--- src/rtl/spi_reg_bank.sv ---
// SPI mode-0 peripheral exposing a bank of NUM_REGS registers.
// Frames carry {rw, address, data}, MSB first, with sclk/cs_n/copi resynchronised to clk.
module spi_reg_bank #(
    parameter int                NUM_REGS    = 5,
    parameter int                DATA_W      = 8,
    parameter int                ADDR_W      = 7,
    parameter int                SYNC_STAGES = 2,
    parameter logic [DATA_W-1:0] RESET_VAL   = '0
) (
    input  logic                         clk,
    input  logic                         rst_n,
    input  logic                         sclk,
    input  logic                         cs_n,
    input  logic                         copi,
    output logic                         cipo,
    output logic                         cipo_oe,
    output logic [NUM_REGS*DATA_W-1:0]   regs,
    output logic [NUM_REGS-1:0]          wr_strobe,
    output logic                         frame_err
);
    // state   | meaning
    // IDLE    | waiting for a synchronised cs_n falling edge
    // CMD     | shifting in the rw bit and the address
    // DATA    | shifting in write data / shifting out read data
    // WAIT_CS | frame complete, sclk ignored until cs_n rises
    localparam int FRAME_LEN = 1 + ADDR_W + DATA_W;
    localparam int CNT_W     = $clog2(FRAME_LEN + 1);

    typedef enum logic [1:0] {S_IDLE, S_CMD, S_DATA, S_WAIT_CS} state_t;

    state_t                    r_state, w_state_nxt;
    logic [SYNC_STAGES-1:0]    r_sclk_sync, r_cs_sync, r_copi_sync;
    logic                      r_sclk_prev, r_cs_prev;
    logic [FRAME_LEN-1:0]      r_shift;
    logic [CNT_W-1:0]          r_bit_cnt;
    logic [DATA_W-1:0]         r_tx;
    logic                      r_is_read, r_cipo, r_cipo_oe, r_frame_err;
    logic [NUM_REGS-1:0]       r_wr_strobe;
    logic [DATA_W-1:0]         r_regs [NUM_REGS];

    logic                      w_sclk_s, w_cs_s, w_copi_s;
    logic                      w_sclk_rise, w_sclk_fall, w_cs_fall;
    logic                      w_start, w_shift_en, w_cmd_done, w_frame_done, w_abort, w_tx_shift;
    logic [FRAME_LEN-1:0]      w_shift_nxt;
    logic [ADDR_W-1:0]         w_cmd_addr, w_fr_addr;
    logic [DATA_W-1:0]         w_fr_data, w_rd_data;
    logic                      w_fr_write, w_fr_addr_ok;

    // cs_n chain resets low so a frame already in progress at reset release
    // never produces a falling edge; the controller must start a fresh frame.
    always_ff @(posedge clk or negedge rst_n) begin
        if (!rst_n) begin
            r_sclk_sync <= '0;
            r_cs_sync   <= '0;
            r_copi_sync <= '0;
            r_sclk_prev <= 1'b0;
            r_cs_prev   <= 1'b0;
        end else begin
            r_sclk_sync <= {r_sclk_sync[SYNC_STAGES-2:0], sclk};
            r_cs_sync   <= {r_cs_sync[SYNC_STAGES-2:0], cs_n};
            r_copi_sync <= {r_copi_sync[SYNC_STAGES-2:0], copi};
            r_sclk_prev <= w_sclk_s;
            r_cs_prev   <= w_cs_s;
        end
    end

    assign w_sclk_s    = r_sclk_sync[SYNC_STAGES-1];
    assign w_cs_s      = r_cs_sync[SYNC_STAGES-1];
    assign w_copi_s    = r_copi_sync[SYNC_STAGES-1];
    assign w_sclk_rise = w_sclk_s & ~r_sclk_prev;
    assign w_sclk_fall = ~w_sclk_s & r_sclk_prev;
    assign w_cs_fall   = ~w_cs_s & r_cs_prev;

    assign w_shift_nxt = {r_shift[FRAME_LEN-2:0], w_copi_s};
    assign w_cmd_addr  = w_shift_nxt[ADDR_W-1:0];
    assign w_fr_write  = w_shift_nxt[FRAME_LEN-1];
    assign w_fr_addr   = w_shift_nxt[DATA_W +: ADDR_W];
    assign w_fr_data   = w_shift_nxt[DATA_W-1:0];

    always_comb begin
        w_rd_data    = '0;
        w_fr_addr_ok = 1'b0;
        for (int k = 0; k < NUM_REGS; k++) begin
            if (w_cmd_addr == ADDR_W'(k)) w_rd_data = r_regs[k];
            if (w_fr_addr == ADDR_W'(k))  w_fr_addr_ok = 1'b1;
        end
    end

    always_ff @(posedge clk or negedge rst_n) begin
        if (!rst_n) r_state <= S_IDLE;
        else        r_state <= w_state_nxt;
    end

    always_comb begin
        w_state_nxt  = r_state;
        w_start      = 1'b0;
        w_shift_en   = 1'b0;
        w_cmd_done   = 1'b0;
        w_frame_done = 1'b0;
        w_abort      = 1'b0;
        w_tx_shift   = 1'b0;
        case (r_state)
            S_IDLE: begin
                if (w_cs_fall) begin
                    w_start     = 1'b1;
                    w_state_nxt = S_CMD;
                end
            end
            S_CMD: begin
                if (w_cs_s) begin
                    w_abort     = 1'b1;
                    w_state_nxt = S_IDLE;
                end else if (w_sclk_rise) begin
                    w_shift_en = 1'b1;
                    if (r_bit_cnt == CNT_W'(ADDR_W)) begin
                        w_cmd_done  = 1'b1;
                        w_state_nxt = S_DATA;
                    end
                end
            end
            S_DATA: begin
                if (w_cs_s) begin
                    w_abort     = 1'b1;
                    w_state_nxt = S_IDLE;
                end else if (w_sclk_rise) begin
                    w_shift_en = 1'b1;
                    if (r_bit_cnt == CNT_W'(FRAME_LEN - 1)) begin
                        w_frame_done = 1'b1;
                        w_state_nxt  = S_WAIT_CS;
                    end
                end else if (w_sclk_fall && r_is_read) begin
                    w_tx_shift = 1'b1;
                end
            end
            S_WAIT_CS: begin
                if (w_cs_s) w_state_nxt = S_IDLE;
            end
            default: w_state_nxt = S_IDLE;
        endcase
    end

    always_ff @(posedge clk or negedge rst_n) begin
        if (!rst_n) begin
            r_shift     <= '0;
            r_bit_cnt   <= '0;
            r_tx        <= '0;
            r_is_read   <= 1'b0;
            r_cipo      <= 1'b0;
            r_cipo_oe   <= 1'b0;
            r_wr_strobe <= '0;
            r_frame_err <= 1'b0;
            for (int k = 0; k < NUM_REGS; k++) r_regs[k] <= RESET_VAL;
        end else begin
            r_wr_strobe <= '0;
            r_frame_err <= w_abort;
            if (w_start) begin
                r_shift   <= '0;
                r_bit_cnt <= '0;
                r_tx      <= '0;
            end
            if (w_shift_en) begin
                r_shift   <= w_shift_nxt;
                r_bit_cnt <= r_bit_cnt + 1'b1;
            end
            if (w_cmd_done) begin
                r_is_read <= ~w_fr_write ? 1'b0 : 1'b0;
                r_is_read <= ~w_shift_nxt[ADDR_W];
                r_tx      <= w_rd_data;
            end
            if (w_tx_shift) begin
                r_cipo    <= r_tx[DATA_W-1];
                r_tx      <= r_tx << 1;
                r_cipo_oe <= 1'b1;
            end
            if (w_state_nxt != S_DATA) begin
                r_cipo    <= 1'b0;
                r_cipo_oe <= 1'b0;
            end
            if (w_frame_done) begin
                if (!w_fr_addr_ok) begin
                    r_frame_err <= 1'b1;
                end else if (w_fr_write) begin
                    for (int k = 0; k < NUM_REGS; k++) begin
                        if (w_fr_addr == ADDR_W'(k)) begin
                            r_regs[k]      <= w_fr_data;
                            r_wr_strobe[k] <= 1'b1;
                        end
                    end
                end
            end
        end
    end

    genvar g;
    generate
        for (g = 0; g < NUM_REGS; g++) begin : g_flat
            assign regs[g*DATA_W +: DATA_W] = r_regs[g];
        end
    endgenerate

    assign cipo      = r_cipo & r_cipo_oe;
    assign cipo_oe   = r_cipo_oe;
    assign wr_strobe = r_wr_strobe;
    assign frame_err = r_frame_err;

endmodule
--- config.mk ---
export PLATFORM = sky130hd
export DESIGN_NAME = spi_reg_bank
export DESIGN_NICKNAME = d
export VERILOG_FILES = /design/src/rtl/spi_reg_bank.sv
export SDC_FILE = /design/constraint.sdc
export NUM_CORES = 1
export LEC_CHECK = 0
export ABC_CLOCK_PERIOD_IN_PS = 2700
export BUFFER_PORTS_ARGS = -buffer_cell sky130_fd_sc_hd__buf_4
export CAP_MARGIN = 20
export CORE_MARGIN = 2
export CORE_UTILIZATION = 57
export DETAILED_ROUTE_END_ITERATION = 8
export GPL_ROUTABILITY_DRIVEN = 0
export PLACE_DENSITY = 0.79
export SLEW_MARGIN = 20
export SYNTH_ARGS = -nofsm -noshare
export SYNTH_HDL_FRONTEND = slang
export SYNTH_SLANG_ARGS = --single-unit
--- constraint.sdc ---
create_clock -name clk -period 2.7 [get_ports clk]
set_clock_uncertainty 0.15 [all_clocks]
set_input_delay 0.135 -clock clk [delete_from_list [all_inputs] [get_ports clk]]
set_output_delay 0.135 -clock clk [all_outputs]
set_load 0.02 [all_outputs]
==> impl_metrics.yaml <==
clock_tree:
  clock-sinks: 87
  cts_tree: "done"
  ctsRootBufferMaster: "clkbuf_8"
  tritoncts.num_buffers: 9
  clkSlewWorstSetupHoldPaths_ns: 0.09
  cts.path.max_buffers: 2
  cts_resized: 0
  cts_max_level: 3
  clk_latency_ns: 0.35
timing:
  rsz0062_at_grt: "no"
  setup_viol: 0
  slew_headroom_pct: 62.7
  hold_slack_ns: 0.156
  setup_slack_ns: 0.241
  slew_viol_final: 0
  fin_crit_ns: 2.46
  fin_crit_sh_pct: 91.1
  max_slew.worst_pin.slew_ns: 0.555
  tns_ns: 0
  hold_viol_final: 0
  fmax_mhz: 407
logic_synthesis:
  yosys_register_bits: 87
  synth-edff-count: 0
  synthArstFlopShare_pct: 100
  synthDistinctLibCells: 45
  synthCells: 341
  synth_fp_nets: 353
  yosys.area.top_type_share_pct: 54.6
  seq_area_frac_synth_pct: 54.6
  ys_warn_count: 0
  synth_top_cell_by_area: "dfrtp_1"
  syn-cell-area_um2: 3990
  synth_ff_type: "dfrtp_1"
  synth.avg_cell_area_um2: 11.7
  synth.area.top_cells: "dfrtp_1 (55%), mux2_2 (11%), o21ai_0 (4.8%), a22o_1 (3.5%), ha_1 (2.2%)"
routing:
  wl_met2_um: 3930
  drt_pass1_iterations: 4
  drtIter0Drc: 223
  drc: 0
  wire_per_inst_um: 17.0
  met3_length_um: 399
  top_layer: "met4"
  wl_met1_um: 4060
  routed_wl_um: 8500
  routed-via-count: 2830
  antenna_left: 0
  via_per_inst: 5.66
layout:
  multi_input_area_um2: 1670
  layout-drive-gt1-share_pct: 32.2
  final_nets: 411
  num-fill-cells: 480
  antenna_cells: 0
  post-route-util_pct: 69.6
  final-seq-area_um2: 2180
  area_growth_syn_to_layout_pct: 18.6
  final_cells: 500
  fin_area_um2: 4730
floorplanning:
  start_util_pct: 58.7
  core_area_um2: 6790
  die_x_um: 87.6
  die_area_um2: 7680
  placementRows: 30
  ios: 53
  die_h_um: 87.6
critical_path:
  rr_startpoint: "r_state[0]$_DFF_PN0_"
  path_max_fanout: 9
  startpoint: "r_state[0]$_DFF_PN0_"
  r2r_cells: 7
  crit_arrival_ns: 2.55
  reg2reg_slack_ns: 0.24
  r2r-end: "regs[34]$_DFFE_PN0P_"
  crit_required_ns: 2.79
  startpoint_type: "register"
  crit_type: "register to register"
  cp-end-kind: "register"
placed_design:
  placed_cells: 479
  io_buffers: 52
  pre_cts_ws_ns: 0.170
  hpwl_um: 5880
  placed_area_um2: 4510
power_and_ir_drop:
  power_density_nw_per_um2: 532
  peakVddDrop_v: 0.000293
  total_power_mw: 2.52
  leakage_nw: 2.23
job:
  drv_cap: 0
global_route:
  antenna_found_initial: 0
  grt_max_degree: 44
  gr-usage-all-layers_pct: 24.2
  grt_pass1_vias: 2740
  grt_pass1_wl_um: 14100
  grt_overflow: 0
min_path:
  worstHoldPathType: "primary input to asynchronous set/reset pin"
outcome:
  status: "finished, final reports clean"
[power by group]
| part | leakage [nW] | switching (mW) | internal (mW) |
|---|---|---|---|
| logic | 0.954 | 0.213 | 0.128 |
| registers | 1.19 | 0.0402 | 1.33 |
| clock network | 0.0853 | 0.444 | 0.358 |
| total | 2.23 | 0.697 | 1.82 |
[routing by layer]
layer / vias up / GRT usage [%]
met2: 79 / 35.8
met4: 0 / 7.69
met5: - / 0
li1: 1357 / -
met1: 1384 / 36.2
met3: 10 / 4.62
[how the worst max path moves through the flow]
stage | end | slack [ns] | depth (start not counted)
after CTS | regs[13]$_DFFE_PN0P_ | 0.16 | 6
after global routing | regs[6]$_DFFE_PN0P_ | 0.05 | 6
after floorplan | regs[32]$_DFFE_PN0P_ | 0.37 | 6
after detailed placement | regs[13]$_DFFE_PN0P_ | 0.17 | 6
after global placement | regs[10]$_DFFE_PN0P_ | 0.30 | 6
final | regs[34]$_DFFE_PN0P_ | 0.24 | 7
[cells by family after synthesis]
logic type | count (synthesis) | synth area share [%]
compound gates | 95 | 15.4
fa+ha+maj | 7 | 2.20
buf+inv | 39 | 3.70
flops | 87 | 54.6
mux | 42 | 11.8
simple gates | 71 | 12.3
[worst max-delay path, stage by stage (launching register included)]
cell      delay [ns]
dfrtp_1         0.42
inv_1           0.13
ha_1            0.25
and4bb_2        0.29
nand4_4         0.22
nor4b_4         0.31
buf_4           0.23
mux2_2          0.36
[layout make-up]
class | instances | area share (%)
multi-input combinational | 215 | 35.3
clock buffer | 11 | 2.99
inverter | 18 | 1.43
sequential | 87 | 46.0
timing repair buffer | 68 | 11.0
clock inverter | 5 | 0.714
tap | 96 | 2.54
[flip-flops by register name, summed over array words and instances, names as in the netlist, 2 cells and up]
signal and cells:
r_state 2, r_bit_cnt 5, r_copi_sync 2, r_shift 15, regs 40, wr_strobe 5, r_cs_sync 2, r_tx 8
r_sclk_sync 2
[cell usage in the layout, fill, tap and decap left out, drive strengths merged, types with 4 or more instances in the layout]
cell	instances
inv	18
a31oi	11
buf	64
nor4b	4
nor2	13
a21oi	11
o21ai	38
clkbuf	11
ha	7
dfrtp	87
and3	4
nand2	17
a22o	16
mux2	40
o22a	7
nor3	8
dlygate4sd3	4
o31ai	6
[Yosys cell counts (6+ instances only)]
| cell | number |
|---|---|
| mux2_2 | 40 |
| a31oi_1 | 11 |
| a21oi_1 | 10 |
| a22o_1 | 16 |
| nand2_1 | 17 |
| nor2_1 | 13 |
| o21ai_0 | 38 |
| inv_1 | 18 |
| nor3_1 | 7 |
| clkbuf_1 | 18 |
| o31ai_1 | 6 |
| o22a_1 | 7 |
| dfrtp_1 | 87 |
| ha_1 | 7 |
[timing repair]
action	in CTS	in global routing
endpoints found under the hold margin	44	0
buffers inserted	0	1
endpoints found under the setup margin	0	1
hold buffers	4	0
Power figures use the tool's default switching activity.
